--- config.mk ---
export PLATFORM = sky130hd
export DESIGN_NAME = pipe_hold_ctrl
export DESIGN_NICKNAME = d
export VERILOG_FILES = /design/src/rtl/pipe_hold_ctrl_pkg.sv /design/src/rtl/pipe_hold_ctrl.sv
export SDC_FILE = /design/constraint.sdc
export NUM_CORES = 1
export LEC_CHECK = 0
export ABC_CLOCK_PERIOD_IN_PS = 4500
export CAP_MARGIN = 20
export CORE_MARGIN = 4
export CORE_UTILIZATION = 30
export DETAILED_ROUTE_END_ITERATION = 7
export PLACE_DENSITY = 0.8
export RECOVER_POWER = 100
export SLEW_MARGIN = 20
export SYNTH_ARGS = -nofsm -noshare
export SYNTH_HDL_FRONTEND = slang
export SYNTH_SLANG_ARGS = --single-unit
export TNS_END_PERCENT = 5
--- constraint.sdc ---
create_clock -name clk -period 4.5 [get_ports clk]
set_input_delay 0.675 -clock clk [delete_from_list [all_inputs] [get_ports clk]]
set_output_delay 0.675 -clock clk [all_outputs]
set_load 0.01 [all_outputs]
--- src/rtl/pipe_hold_ctrl_pkg.sv ---
`default_nettype none
// ============================================================================
//  Module      : pipe_hold_ctrl_pkg
//  Description : Shared hold-flag encodings and pipeline hold patterns.
//  Revision    : 1.0
// ============================================================================
package pipe_hold_ctrl_pkg;

    localparam int c_holdpip_w   = 2;
    localparam int c_inst_addr_w = 32;

    localparam logic [c_holdpip_w-1:0] c_hold_none  = 2'b00;
    localparam logic [c_holdpip_w-1:0] c_hold_wait  = 2'b01;
    localparam logic [c_holdpip_w-1:0] c_hold_flush = 2'b10;

    typedef struct packed {
        logic [c_holdpip_w-1:0] pc;
        logic [c_holdpip_w-1:0] if_id;
        logic [c_holdpip_w-1:0] id_ex;
        logic [c_holdpip_w-1:0] ex_mem;
        logic [c_holdpip_w-1:0] mem_wb;
    } hold_vec_t;

    localparam hold_vec_t c_pat_idle  = '{c_hold_none,  c_hold_none,  c_hold_none,  c_hold_none,  c_hold_none};
    localparam hold_vec_t c_pat_reset = '{c_hold_flush, c_hold_flush, c_hold_flush, c_hold_flush, c_hold_flush};
    // Bus wait freezes everything upstream of MEM and sends a bubble to WB.
    localparam hold_vec_t c_pat_memw  = '{c_hold_wait,  c_hold_wait,  c_hold_wait,  c_hold_wait,  c_hold_flush};
    localparam hold_vec_t c_pat_divw  = '{c_hold_wait,  c_hold_wait,  c_hold_wait,  c_hold_flush, c_hold_none};
    localparam hold_vec_t c_pat_jump  = '{c_hold_none,  c_hold_flush, c_hold_flush, c_hold_none,  c_hold_none};
    localparam hold_vec_t c_pat_luse  = '{c_hold_wait,  c_hold_wait,  c_hold_flush, c_hold_none,  c_hold_none};
    localparam hold_vec_t c_pat_abort = '{c_hold_none,  c_hold_none,  c_hold_none,  c_hold_flush, c_hold_flush};

endpackage
`default_nettype wire

--- src/rtl/pipe_hold_ctrl.sv ---
`default_nettype none
// ============================================================================
//  Module      : pipe_hold_ctrl
//  Description : 5-stage pipeline hold/flush sequencer with bus-wait watchdog.
//  Revision    : 1.0
// ============================================================================
module pipe_hold_ctrl
    import pipe_hold_ctrl_pkg::*;
#(
    parameter int BUS_TIMEOUT = 16,
    parameter int CNT_W       = 8
) (
    input  logic        clk,
    input  logic        rst_n,
    input  logic        id_load_use_i,
    input  logic        ex_jump_i,
    input  logic [31:0] ex_jump_addr_i,
    input  logic        ex_div_start_i,
    input  logic        ex_div_done_i,
    input  logic        mem_req_i,
    input  logic        mem_ready_i,
    output logic [1:0]  hold_pc_o,
    output logic [1:0]  hold_if_id_o,
    output logic [1:0]  hold_id_ex_o,
    output logic [1:0]  hold_ex_mem_o,
    output logic [1:0]  hold_mem_wb_o,
    output logic        jump_flag_o,
    output logic [31:0] jump_addr_o,
    output logic        bus_err_o
);

    localparam logic [1:0] c_st_run      = 2'd0;
    localparam logic [1:0] c_st_mem_wait = 2'd1;
    localparam logic [1:0] c_st_div_wait = 2'd2;

    localparam logic [CNT_W-1:0] c_timeout = CNT_W'(BUS_TIMEOUT);

    logic [1:0]       r_state;
    logic [CNT_W-1:0] r_wdt_cnt;
    logic             r_bus_err;

    logic [1:0]       w_next_state;
    logic [CNT_W-1:0] w_next_cnt;
    logic             w_abort;
    hold_vec_t        w_hold;
    logic             w_jump_flag;
    logic [31:0]      w_jump_addr;

    always_comb begin
        w_next_state = r_state;
        w_next_cnt   = r_wdt_cnt;
        w_abort      = 1'b0;
        w_hold       = c_pat_idle;
        w_jump_flag  = 1'b0;
        w_jump_addr  = '0;
        case (r_state)
            c_st_run: begin
                if (mem_req_i && !mem_ready_i) begin
                    w_hold       = c_pat_memw;
                    w_next_state = c_st_mem_wait;
                    w_next_cnt   = CNT_W'(1);
                end else if (ex_div_start_i) begin
                    w_hold       = c_pat_divw;
                    w_next_state = c_st_div_wait;
                end else if (ex_jump_i) begin
                    w_hold       = c_pat_jump;
                    w_jump_flag  = 1'b1;
                    w_jump_addr  = ex_jump_addr_i;
                end else if (id_load_use_i) begin
                    w_hold       = c_pat_luse;
                end
            end
            c_st_mem_wait: begin
                if (mem_ready_i) begin
                    w_next_state = c_st_run;
                    w_next_cnt   = '0;
                end else if (r_wdt_cnt >= c_timeout) begin
                    // Drop the hung access: no writeback, upstream resumes.
                    w_hold       = c_pat_abort;
                    w_abort      = 1'b1;
                    w_next_state = c_st_run;
                    w_next_cnt   = '0;
                end else begin
                    w_hold       = c_pat_memw;
                    w_next_cnt   = r_wdt_cnt + CNT_W'(1);
                end
            end
            c_st_div_wait: begin
                if (ex_div_done_i) begin
                    w_next_state = c_st_run;
                end else begin
                    w_hold       = c_pat_divw;
                end
            end
            default: begin
                w_next_state = c_st_run;
                w_next_cnt   = '0;
            end
        endcase
        // Reset overrides decode so every register loads its bubble.
        if (!rst_n) begin
            w_hold      = c_pat_reset;
            w_jump_flag = 1'b0;
            w_jump_addr = '0;
        end
    end

    always_ff @(posedge clk or negedge rst_n) begin
        if (!rst_n) begin
            r_state   <= c_st_run;
            r_wdt_cnt <= '0;
            r_bus_err <= 1'b0;
        end else begin
            r_state   <= w_next_state;
            r_wdt_cnt <= w_next_cnt;
            r_bus_err <= w_abort;
        end
    end

    assign hold_pc_o     = w_hold.pc;
    assign hold_if_id_o  = w_hold.if_id;
    assign hold_id_ex_o  = w_hold.id_ex;
    assign hold_ex_mem_o = w_hold.ex_mem;
    assign hold_mem_wb_o = w_hold.mem_wb;
    assign jump_flag_o   = w_jump_flag;
    assign jump_addr_o   = w_jump_addr;
    assign bus_err_o     = r_bus_err;

endmodule
`default_nettype wire

# After elaboration in Yosys (flattened, before gate mapping)
# Index checks and enable logic that the tools add are counted.
# totals
regBits	11
inputBits	40
out_inout_bits	44
elab_cells	49
# op_classes
addsub	1
n_lt_le_gt_ge	1
eq_ne	6
n_mux	32
n_bitwise	1
n_reduce_logical	5
# ops
cell	count
two-way mux 32 bit	5
two-way mux 9 bit	7
case mux 9 bit (3 select lines)	1
two-way mux 8 bit	3
case mux 8 bit (3 select lines)	1
two-way mux 10 bit	1
two-way mux 2 bit	5
adder 8 x 1 -> 8 bit, second input constant	1
>= comparator 8 x 5 -> 1 bit, second input constant	1
two-way mux 1 bit	8
inequality test 3 bit, second input constant	2
case mux 2 bit (3 select lines)	1
inequality test 2 bit, second input constant	2
AND reduction 3 bit	1
== test 2 x 1 -> 1 bit, second input constant	1
== test 2 bit, second input constant	1
logical NOT 2 bit	1
AND reduction 2 bit	1
logical AND 1 bit	1
logical NOT 1 bit	1
inverter 1 bit	1

# Depth between registers and ports, before layout
# Gate-level depths: netlist (run 1).
# depth
depth_word	6
depth_mapped	5
mapped_depth_nobuf	4

# Least setup slack after synthesis (run 1)
# OpenSTA, ideal clock, no wires.
# synth_path
path_kind	input to output
start	input mem_ready_i
end	output hold_pc_o[0]
arrival_ns	1.578
required_time_ns	3.825
slack_ns	2.247
stages	5
n_path_buf	1
path_cell_list	nor2_1 -> nand3_4 -> a21boi_0 -> o21ai_1 -> buf_4
# synth_via
elab_chain_len	5
word_cells_on_any_way	6
cone_classes	4 x mux; 2 x reduce/logical
# synth_lines
element	line	text
from (decl)	pipe_hold_ctrl.sv:21	input logic mem_ready_i,
logical NOT 1 bit	pipe_hold_ctrl.sv:58	if (mem_req_i && !mem_ready_i) begin
logical AND 1 bit	pipe_hold_ctrl.sv:58	
two-way mux 9 bit	pipe_hold_ctrl.sv:58	
case mux 9 bit (3 select lines) (*)	pipe_hold_ctrl.sv:56	case (r_state)
two-way mux 10 bit (*)	pipe_hold_ctrl.sv:101	if (!rst_n) begin
to (decl)	pipe_hold_ctrl.sv:22	output logic [1:0] hold_pc_o,
# Every way passes the cells marked *; elsewhere a longest branch is shown, timed or not.

# Worst setup path in the final report (run 1)
# layout_path
start	input mem_ready_i
end	output jump_addr_o[20]
# layout_via
elab_chain_len	5
# layout_lines
element	line	text
logical NOT 1 bit	pipe_hold_ctrl.sv:58	
logical AND 1 bit	pipe_hold_ctrl.sv:58	
two-way mux 32 bit	pipe_hold_ctrl.sv:58	
two-way mux 32 bit	pipe_hold_ctrl.sv:56	
two-way mux 32 bit	pipe_hold_ctrl.sv:101	
to (decl)	pipe_hold_ctrl.sv:28	output logic [31:0] jump_addr_o,
# No other way between the ends.

==> metrics.yaml, run 1 <==
status: "finished, final reports clean"
syn_inst: 104
die_w_microns: 62.4
internal_power_uw: 212
fp.coreArea_sq_um: 2780
rsz0062_at_grt: "false"
post-cts-setup-buffer-count: 0
synth_nets: 146
post-route-period-util_pct: 83.1
route.detailed.drc: 0
antenna_found_initial: 0
dp_hpwl_mm: 2.71
vias: 1024
viasPerCell: 4.74
crit_type: "primary input to output pin"
post_drt_wl_per_cell_microns: 15.0
hold_viol: 0
end_kind: "output pin"
rr_worst_depth: 4
fmax_mhz: 267
drtIter0Drc: 37
tns_ns: 0
ys_warn_count: 0
wl_mm: 3.23
grt_pass1_vias: 1018
cts_hold_buf: 0
dp.cells: 212
track_usage_pct: 16.6
synthToLayoutAreaGrowth_pct: 93.4
final_cells: 216
grt_pass1_wl_mm: 5.30
routabilityCongestion: 0.764
seqPwrFrac_pct: 38.9
synth_top_area_share_pct: 31.0
rrSetupSlack_ns: 2.95
p_sw_share_pct: 31.9
fillCellCount: 251
combPwrFrac_pct: 39.4
yosys-top-cells-area: "dfrtp_1 (31%), and2_1 (24%), buf_4 (4.2%), nand2_1 (3.8%), nor2_1 (3.0%)"
seq_area_frac_synth_pct: 31.0
cts_tree: "built"
cts.sinks: 11
clockBufferDepth: 2
clk_latency_ns: 0.27
syn_area_sq_um: 887
clk_pin_slew_ns: 0.07
yosys.area.top_type: "dfrtp_1"
grt.overflow.total: 0
worstHoldPathCells: 1
cts_buffers: 3
setup_viol: 0
syn_area_per_cell_sq_um: 8.53
min_period_ns: 3.74
p_per_area_nw_per_um2: 181
drive_above_1_share_pct: 5.41
worstMarginPinSlew_ns: 0.756
synth_cell_type_count: 30
worstPathArrival_ns: 3.06
slew_headroom_pct: 49.6
rows: 19
dieHeight_microns: 62.4
start_kind: "primary input"
htreeDepth: 1
antenna_left: 0
hp-class: "register to register"
cp.required_ns: 3.83
initial_utilization_pct: 31.9
drv_slew: 0
cts-resized-gates: 0
p_clk_share_pct: 21.7
critPathMaxFanout: 33
diodes: 0
clockRootBuffer: "clkbuf_4"
fin_skew_ns: 0.00389
io_pins: 84
maxCapViolations: 0
dr.pass1.iters: 4
portBuffers: 82
vdd.ir_drop.worst_mv: 0.182
dieArea_sq_um: 3890
ys_ff_latch: 11
grt_max_degree: 34
p_leak_nw: 0.761
nets: 228
net-switching-power_uw: 99.0
==> worst max-delay path, stage by stage <==
cell and delay [ns]:
dlygate4sd3_1 0.58, nor2b_1 0.09, nor2_1 0.15, and4_1 0.72, and2_1 0.21, dlygate4sd3_1 0.63
==> cells in the final DEF, fill, tap and decap left out, drive strengths merged, types with 2 or more instances in the layout <==
master         synthesis  layout
and2                  35      35
clkbuf                 0       4
clkdlybuf4s50          0      57
dfrtp                 11      11
dlygate4sd3            0      25
ha                     2       2
inv                    5       5
nand2                  9       9
nand2b                 2       2
nand3                  5       5
nor2                   8       8
nor3b                  2       2
o211ai                 2       2
o21ai                  3       3
o2bb2ai                2       2
==> power groups by stage <==
stage | logic, mW | clock network (mW) | registers, mW
6_report | 0.122 | 0.0674 | 0.121
3_3_place_gp | 0.128 | 0 | 0.122
2_1_floorplan | 0.0602 | 0 | 0.117
5_1_grt | 0.134 | 0.0750 | 0.122
4_1_cts | 0.132 | 0.0698 | 0.121
3_5_place_dp | 0.131 | 0 | 0.123
==> path summary, 6_finish.rpt <==
kind	startpoint	end
max in group asynchronous	rst_n	r_wdt_cnt[0]$_DFFE_PN0P_
worst max-delay path	mem_ready_i	jump_addr_o[20]
min in group asynchronous	rst_n	r_state[0]$_DFFE_PN0P_
worst min register to register	r_wdt_cnt[3]$_DFFE_PN0P_	r_wdt_cnt[3]$_DFFE_PN0P_
worst max register to register	r_wdt_cnt[6]$_DFFE_PN0P_	r_wdt_cnt[2]$_DFFE_PN0P_
worst min-delay path	r_wdt_cnt[3]$_DFFE_PN0P_	r_wdt_cnt[3]$_DFFE_PN0P_
==> flip-flops by register name, indices dropped and copies added, names as in the netlist <==
register	flops
bus_err_o	1
r_state	2
r_wdt_cnt	8
==> through the flow <==
step / area [sq um] / total power, mW / hold slack, ns / util [%] / worst slack (ns)
2_1_floorplan: 887 / 0.177 / 0.379 / - / 2.25
3_3_place_gp: 1710 / 0.250 / 0.512 / 61.5 / 1.30
3_5_place_dp: 1710 / 0.254 / 0.538 / 61.5 / 1.25
4_1_cts: 1740 / 0.323 / 0.554 / 62.5 / 1.25
5_1_grt: 1720 / 0.331 / 0.594 / 61.7 / 0.574
6_report: 1720 / 0.311 / 0.552 / 61.7 / 0.761
==> cells in the mapped netlist <==
cell,number
a211o_1,1
nor3b_2,2
nand2b_1,2
xor2_1,1
buf_2,1
nor4_4,1
buf_4,5
nor2_2,1
ha_1,2
and2_1,34
nand3_4,1
inv_1,5
nand3_1,4
a21o_2,1
a21boi_0,1
dfrtp_1,11
mux2_2,1
and2_2,1
o221ai_1,1
o32ai_1,1
o21ai_1,1
nor2b_1,1
o21ai_0,2
nor2_1,7
and4_4,1
o2bb2ai_1,2
a2111o_1,1
conb_1,1
nand2_1,9
o211ai_1,2
==> area by class of cell <==
cell class	instances	area, sq um	share of cell area, %
clock inverter	1	5.00	0.292
multi-input combinational	82	531	30.9
tap	31	38.8	2.26
sequential	11	275	16.0
timing repair buffer	83	825	48.1
inverter	5	18.8	1.09
clock buffer	3	22.5	1.31
==> routing by layer <==
metal	GRT usage, %	wire length [microns]
met4	4.24	38
met2	28.5	1530
met3	3.96	265
met5	0	0
met1	20.8	1390
==> cell families after synthesis <==
kind of cell               Yosys count  share of synthesized area (%)
muxes                                1                           1.27
AOI/OAI and AO/OA                   13                           11.4
and+or+nand+nor                     64                           45.1
xor gates and xnor gates             1                          0.987
buffers and inverters               11                           6.91
other                                1                          0.423
DFF                                 11                           31.0
adders and majority gates            2                           2.82
(Power assumes the default switching activity.)
==> run 2, diff against run 1 <==
Settings changed: ABC_CLOCK_PERIOD_IN_PS 4500 to 3660.
Clock period 4.5 ns to 3.66 ns, I/O delays scaled along.
==> metrics.yaml, run 2 (synthesized netlist as in run 1, its figures left out) <==
clockBufferDepth: 2  # unchanged
portBuffers: 82  # unchanged
cp.required_ns: 3.11  # was 3.83 ns
start_kind: "primary input"  # unchanged
grt.overflow.total: 0  # unchanged
post_drt_wl_per_cell_microns: 14.9  # was 15.0 microns
worstPathArrival_ns: 2.63  # was 3.06 ns
hold_viol: 0  # unchanged
critical-path-slowest-cell: "dlygate4sd3_1"  # was and4_1
crit_chain: "dlygate4sd3_1 -> nor2_1 -> nand3_1 -> a21boi_0 -> o21ai_1 -> dlygate4sd3_1"  # was dlygate4sd3_1 -> nor2b_1 -> nor2_1 -> and4_1 -> and2_1 -> dlygate4sd3_1
dp_hpwl_mm: 2.72  # was 2.71 mm
viasPerCell: 4.65  # was 4.74
hp-class: "register to register"  # unchanged
critical-path-top-delay-family: "buffers and inverters"  # unchanged
cts_hold_buf: 0  # unchanged
fillCellCount: 243  # was 251
path_buf_inv: 2  # unchanged
fp.coreArea_sq_um: 2780  # unchanged
status: "finished, final reports clean"  # unchanged
grtUsageMet2_pct: 29.0  # was 28.5%
cts_buffers: 3  # unchanged
vdd.ir_drop.worst_mv: 0.209  # was 0.182 mV
final_common_cell: "dlygate4sd3_1"  # was clkdlybuf4s50_1
antenna_found_initial: 0  # unchanged
routabilityCongestion: 0.763  # was 0.764
grt_max_degree: 34  # unchanged
vias: 1010  # was 1024
crit_type: "primary input to output pin"  # unchanged
initial_utilization_pct: 31.9  # unchanged
io_pins: 84  # unchanged
busiest_layer: "met2"  # unchanged
fin_skew_ns: 0.00172  # was 0.00389 ns
clk_latency_ns: 0.26  # was 0.27 ns
track_usage_pct: 17.2  # was 16.6%
regMostFlops: "r_wdt_cnt"  # unchanged
min_period_ns: 3.18
synthToLayoutAreaGrowth_pct: 94.4  # was 93.4%
rrSetupSlack_ns: 2.09  # was 2.95 ns
layout_setup_ws_ns: 0.484  # was 0.761 ns
post-route-period-util_pct: 86.8
clockRootBuffer: "clkbuf_4"  # unchanged
crit_path_frequent_cell: "dlygate4sd3_1"  # unchanged
cpPeakStageDelay_ns: 0.63  # was 0.72 ns
end_kind: "output pin"  # unchanged
nets: 229  # was 228
htreeDepth: 1  # unchanged
drive_above_1_share_pct: 5.91  # was 5.41%
maxCapViolations: 0  # unchanged
diodes: 0  # unchanged
drtIter0Drc: 44  # was 37
antenna_left: 0  # unchanged
met1_usage_pct: 21.9  # was 20.8%
setup_viol: 0  # unchanged
cts-resized-gates: 0  # unchanged
clk_pin_slew_ns: 0.07  # about the same
p_per_area_nw_per_um2: 223  # was 181 nW/um^2
die_w_microns: 62.4  # unchanged
cts_tree: "built"  # unchanged
p_leak_nw: 0.844  # was 0.761 nW
met3_usage_pct: 4.86  # was 3.96%
largest_reg_flops: 8  # unchanged
final_cell_mix: "dlygate4sd3_1 (43), clkdlybuf4s50_1 (39), and2_1 (31)"  # was clkdlybuf4s50_1 (57), dlygate4sd3_1 (25), and2_0 (21)
rsz0062_at_grt: "false"  # unchanged
rows: 19  # unchanged
grt_pass1_vias: 1062  # was 1018
dieArea_sq_um: 3890  # unchanged
fmax_mhz: 315
grt_pass1_wl_mm: 5.58  # was 5.30 mm
power_uw: 384  # was 311 uW
tns_ns: 0  # unchanged
cts.sinks: 11  # unchanged
drv_slew: 0  # unchanged
wl_mm: 3.24  # was 3.23 mm
critPathMaxFanout: 9  # was 33
dieHeight_microns: 62.4  # unchanged
post-place-ws_ns: 0.621  # was 1.25 ns
route.detailed.drc: 0  # unchanged
post-cts-setup-buffer-count: 0  # unchanged
dr.pass1.iters: 3  # was 4
[run 2: cell count changes in the layout (fill, tap and decap cells not counted), sizes merged]
cell	delta
buf	+1
clkdlybuf4s50	-18
clkinv	-1
clkbuf	+1
dlygate4sd3	+18
[run 2: path summary, 6_finish.rpt]
| path | start | end | cells past startpoint |
|---|---|---|---|
| setup / recovery | mem_ready_i | hold_if_id_o[0] | 6 |
| hold / removal | r_wdt_cnt[3]$_DFFE_PN0P_ | r_wdt_cnt[3]$_DFFE_PN0P_ | 1 |
| setup reg to reg | r_wdt_cnt[6]$_DFFE_PN0P_ | r_wdt_cnt[2]$_DFFE_PN0P_ | 4 |
| hold reg to reg | r_wdt_cnt[3]$_DFFE_PN0P_ | r_wdt_cnt[3]$_DFFE_PN0P_ | 1 |
| max in group asynchronous | rst_n | r_wdt_cnt[6]$_DFFE_PN0P_ | 2 |
| min in group asynchronous | rst_n | r_wdt_cnt[0]$_DFFE_PN0P_ | 2 |
[run 2: where the power goes]
part           internal (mW)  leakage [nW]  switching (mW)  total, mW
clock network         0.0421        0.0150          0.0414     0.0835
logic                 0.0885         0.680          0.0630      0.151
registers              0.131         0.149          0.0178      0.149
total                  0.262         0.844           0.122      0.384
[run 2: area by class of cell]
class,instances,area (sq um),share of cell area (%)
sequential,11,275,16.0
timing repair buffer,84,832,48.3
inverter,5,18.8,1.09
multi-input combinational,82,533,30.9
clock buffer,4,26.3,1.52
tap,31,38.8,2.25
[run 2: worst reg2reg max path: cells and delay by family, from the launching register on]
kind	cells	cell delay, ns
simple gates	3	0.99
flops	1	0.41
compound gates	1	0.12
[run 2: layer usage]
metal | vias up | wire [microns]
li1 | 502 | -
met1 | 448 | 1440
met2 | 58 | 1550
met3 | 2 | 232
met4 | 0 | 14
met5 | - | 0
[run 2: per-stage QoR]
stage / cell area, sq um / cells / utilization (%) / hold slack [ns]
final: 1720 / 217 / 62.0 / 0.544
after global routing: 1720 / 217 / 62.0 / 0.558
after CTS: 1750 / 217 / 62.8 / 0.543
after detailed placement: 1720 / 213 / 61.8 / 0.523
after global placement: 1720 / 213 / 61.8 / 0.512
after floorplan: 887 / 104 / - / 0.253
==> run 3, diff against run 2 <==
Settings changed: CORE_MARGIN 4 to 2.
==> metrics.yaml, run 3 (synthesized netlist as in run 1, its figures left out) <==
status: "finished, final reports clean"  # unchanged
cts_buffers: 3  # unchanged
drive_above_1_share_pct: 6.49  # was 5.91%
worstPathArrival_ns: 2.59  # was 2.63 ns
cts.sinks: 11  # unchanged
p_clk_share_pct: 21.5  # was 21.8%
maxCapViolations: 0  # unchanged
critical-path-slowest-cell: "dlygate4sd3_1"  # unchanged
largest_reg_flops: 8  # unchanged
p_leak_nw: 0.846  # was 0.844 nW
r2r-start: "r_wdt_cnt[6]$_DFFE_PN0P_"  # unchanged
fin_skew_ns: 0.00782  # was 0.00172 ns
clockBufferDepth: 2  # unchanged
seqPwrFrac_pct: 39.1  # was 38.8%
grt_pass1_vias: 975  # was 1062
htreeDepth: 1  # unchanged
cpPeakStageDelay_ns: 0.63  # about the same
vdd.ir_drop.worst_mv: 0.230  # was 0.209 mV
grt_pass1_wl_mm: 4.75  # was 5.58 mm
cts_hold_buf: 0  # unchanged
crit_type: "primary input to output pin"  # unchanged
portBuffers: 82  # unchanged
worstMarginPinSlew_ns: 0.511
synthToLayoutAreaGrowth_pct: 94.2  # was 94.4%
post-route-period-util_pct: 85.7  # was 86.8%
internal_power_uw: 259  # was 262 uW
holdCritStartpoint: "r_wdt_cnt[7]$_DFFE_PN0P_"  # was r_wdt_cnt[3]$_DFFE_PN0P_
wl_mm: 2.98  # was 3.24 mm
hold_viol: 0  # unchanged
cts-resized-gates: 0  # unchanged
end_kind: "output pin"  # unchanged
regMostFlops: "r_wdt_cnt"  # unchanged
crit_chain: "dlygate4sd3_1 -> nor2_1 -> nand3_1 -> a21boi_0 -> o21ai_1 -> dlygate4sd3_1"  # unchanged
clk_pin_slew_ns: 0.08  # was 0.07 ns
post-cts-setup-buffer-count: 0  # unchanged
start_kind: "primary input"  # unchanged
grt.overflow.total: 0  # unchanged
p_sw_share_pct: 31.5  # was 31.8%
dieHeight_microns: 58.4  # was 62.4 microns
grt_max_degree: 34  # unchanged
setup_viol: 0  # unchanged
final_common_cell: "dlygate4sd3_1"  # unchanged
cp.required_ns: 3.11  # about the same
final_cell_mix: "dlygate4sd3_1 (44), clkdlybuf4s50_1 (38), and2_1 (32)"  # was dlygate4sd3_1 (43), clkdlybuf4s50_1 (39), and2_1 (31)
drv_slew: 0  # unchanged
dp_hpwl_mm: 2.50  # was 2.72 mm
dieArea_sq_um: 3410  # was 3890 sq um
min_period_ns: 3.13  # was 3.18 ns
vias: 1015  # was 1010
clk_latency_ns: 0.27  # was 0.26 ns
cp-startpoint: "mem_ready_i"  # unchanged
nets: 228  # was 229
net-switching-power_uw: 119  # was 122 uW
hp-class: "register to register"  # unchanged
combPwrFrac_pct: 39.4  # was 39.5%
route.detailed.drc: 0  # unchanged
die_w_microns: 58.4  # was 62.4 microns
post_drt_wl_per_cell_microns: 13.8  # was 14.9 microns
critPathMaxFanout: 9  # unchanged
rsz0062_at_grt: "false"  # unchanged
io_pins: 84  # unchanged
cts_tree: "built"  # unchanged
rows: 19  # unchanged
clockRootBuffer: "clkbuf_4"  # unchanged
crit_path_frequent_cell: "dlygate4sd3_1"  # unchanged
track_usage_pct: 17.8  # was 17.2%
routabilityCongestion: 0.770  # was 0.763
fp.coreArea_sq_um: 2780  # unchanged
fmax_mhz: 319  # was 315 MHz
antenna_left: 0  # unchanged
diodes: 0  # unchanged
p_per_area_nw_per_um2: 220  # was 223 nW/um^2
drtIter0Drc: 39  # was 44
dr.pass1.iters: 4  # was 3
slew_headroom_pct: 65.9
viasPerCell: 4.70  # was 4.65
whs_ns: 0.558  # was 0.544 ns
initial_utilization_pct: 31.9  # unchanged
tns_ns: 0  # unchanged
antenna_found_initial: 0  # unchanged
## run 3: cell types whose count changed in the layout (fill, tap and decap cells not counted), sizes merged
cell | previous run | this run
buf | 1 | 0
clkinv | 0 | 1
clkdlybuf4s50 | 39 | 38
dlygate4sd3 | 43 | 44
clkbuf | 5 | 4
## run 3: layout make-up
class                   instances  area [sq um]
clock buffers                   3          22.5
clock inverters                 1          5.00
flip-flops and latches         11           275
well taps                      31          38.8
multi-input cells              82           538
fillers                       233          1060
repair buffers                 83           825
inverters                       5          18.8
## run 3: power groups by stage
stage	logic, mW	registers (mW)	clock network (mW)
finish	0.149	0.148	0.0814
global route	0.164	0.152	0.0923
CTS	0.161	0.149	0.0847
detailed placement	0.160	0.151	0
global placement	0.157	0.150	0
floorplan	0.0741	0.143	0
## run 3: metrics by stage
stage | cells | power, mW | instance area, sq um | utilization [%] | setup WS (ns)
after floorplan | 104 | 0.217 | 887 | - | 1.65
after global placement | 212 | 0.307 | 1710 | 61.5 | 0.721
after detailed placement | 212 | 0.312 | 1710 | 61.5 | 0.668
after CTS | 216 | 0.395 | 1740 | 62.5 | 0.665
after global routing | 216 | 0.408 | 1720 | 61.9 | 0.383
final | 216 | 0.378 | 1720 | 61.9 | 0.525
## run 3: final timing paths
check / endpoint / slack, ns / cells past startpoint
max in group asynchronous: r_wdt_cnt[0]$_DFFE_PN0P_ / 2.31 / 2
min reg2reg: r_wdt_cnt[7]$_DFFE_PN0P_ / 0.56 / 1
max reg2reg: r_wdt_cnt[2]$_DFFE_PN0P_ / 2.15 / 4
max: hold_if_id_o[0] / 0.53 / 6
min: r_wdt_cnt[7]$_DFFE_PN0P_ / 0.56 / 1
min in group asynchronous: r_state[1]$_DFFE_PN0P_ / 0.61 / 1
## run 3: metal layers
| metal | GRT usage [%] | wire (microns) | vias up |
|---|---|---|---|
| li1 | - | - | 500 |
| met1 | 23.6 | 1280 | 466 |
| met2 | 30.5 | 1420 | 49 |
| met3 | 2.86 | 274 | 0 |
| met4 | 3.99 | 0 | 0 |
| met5 | 0 | 0 | - |
## run 3: worst max-delay path: cells and delay by family
family          cells  cell delay [ns]
compound gates      2             0.39
simple gates        2             0.46
buf+inv             2             1.19
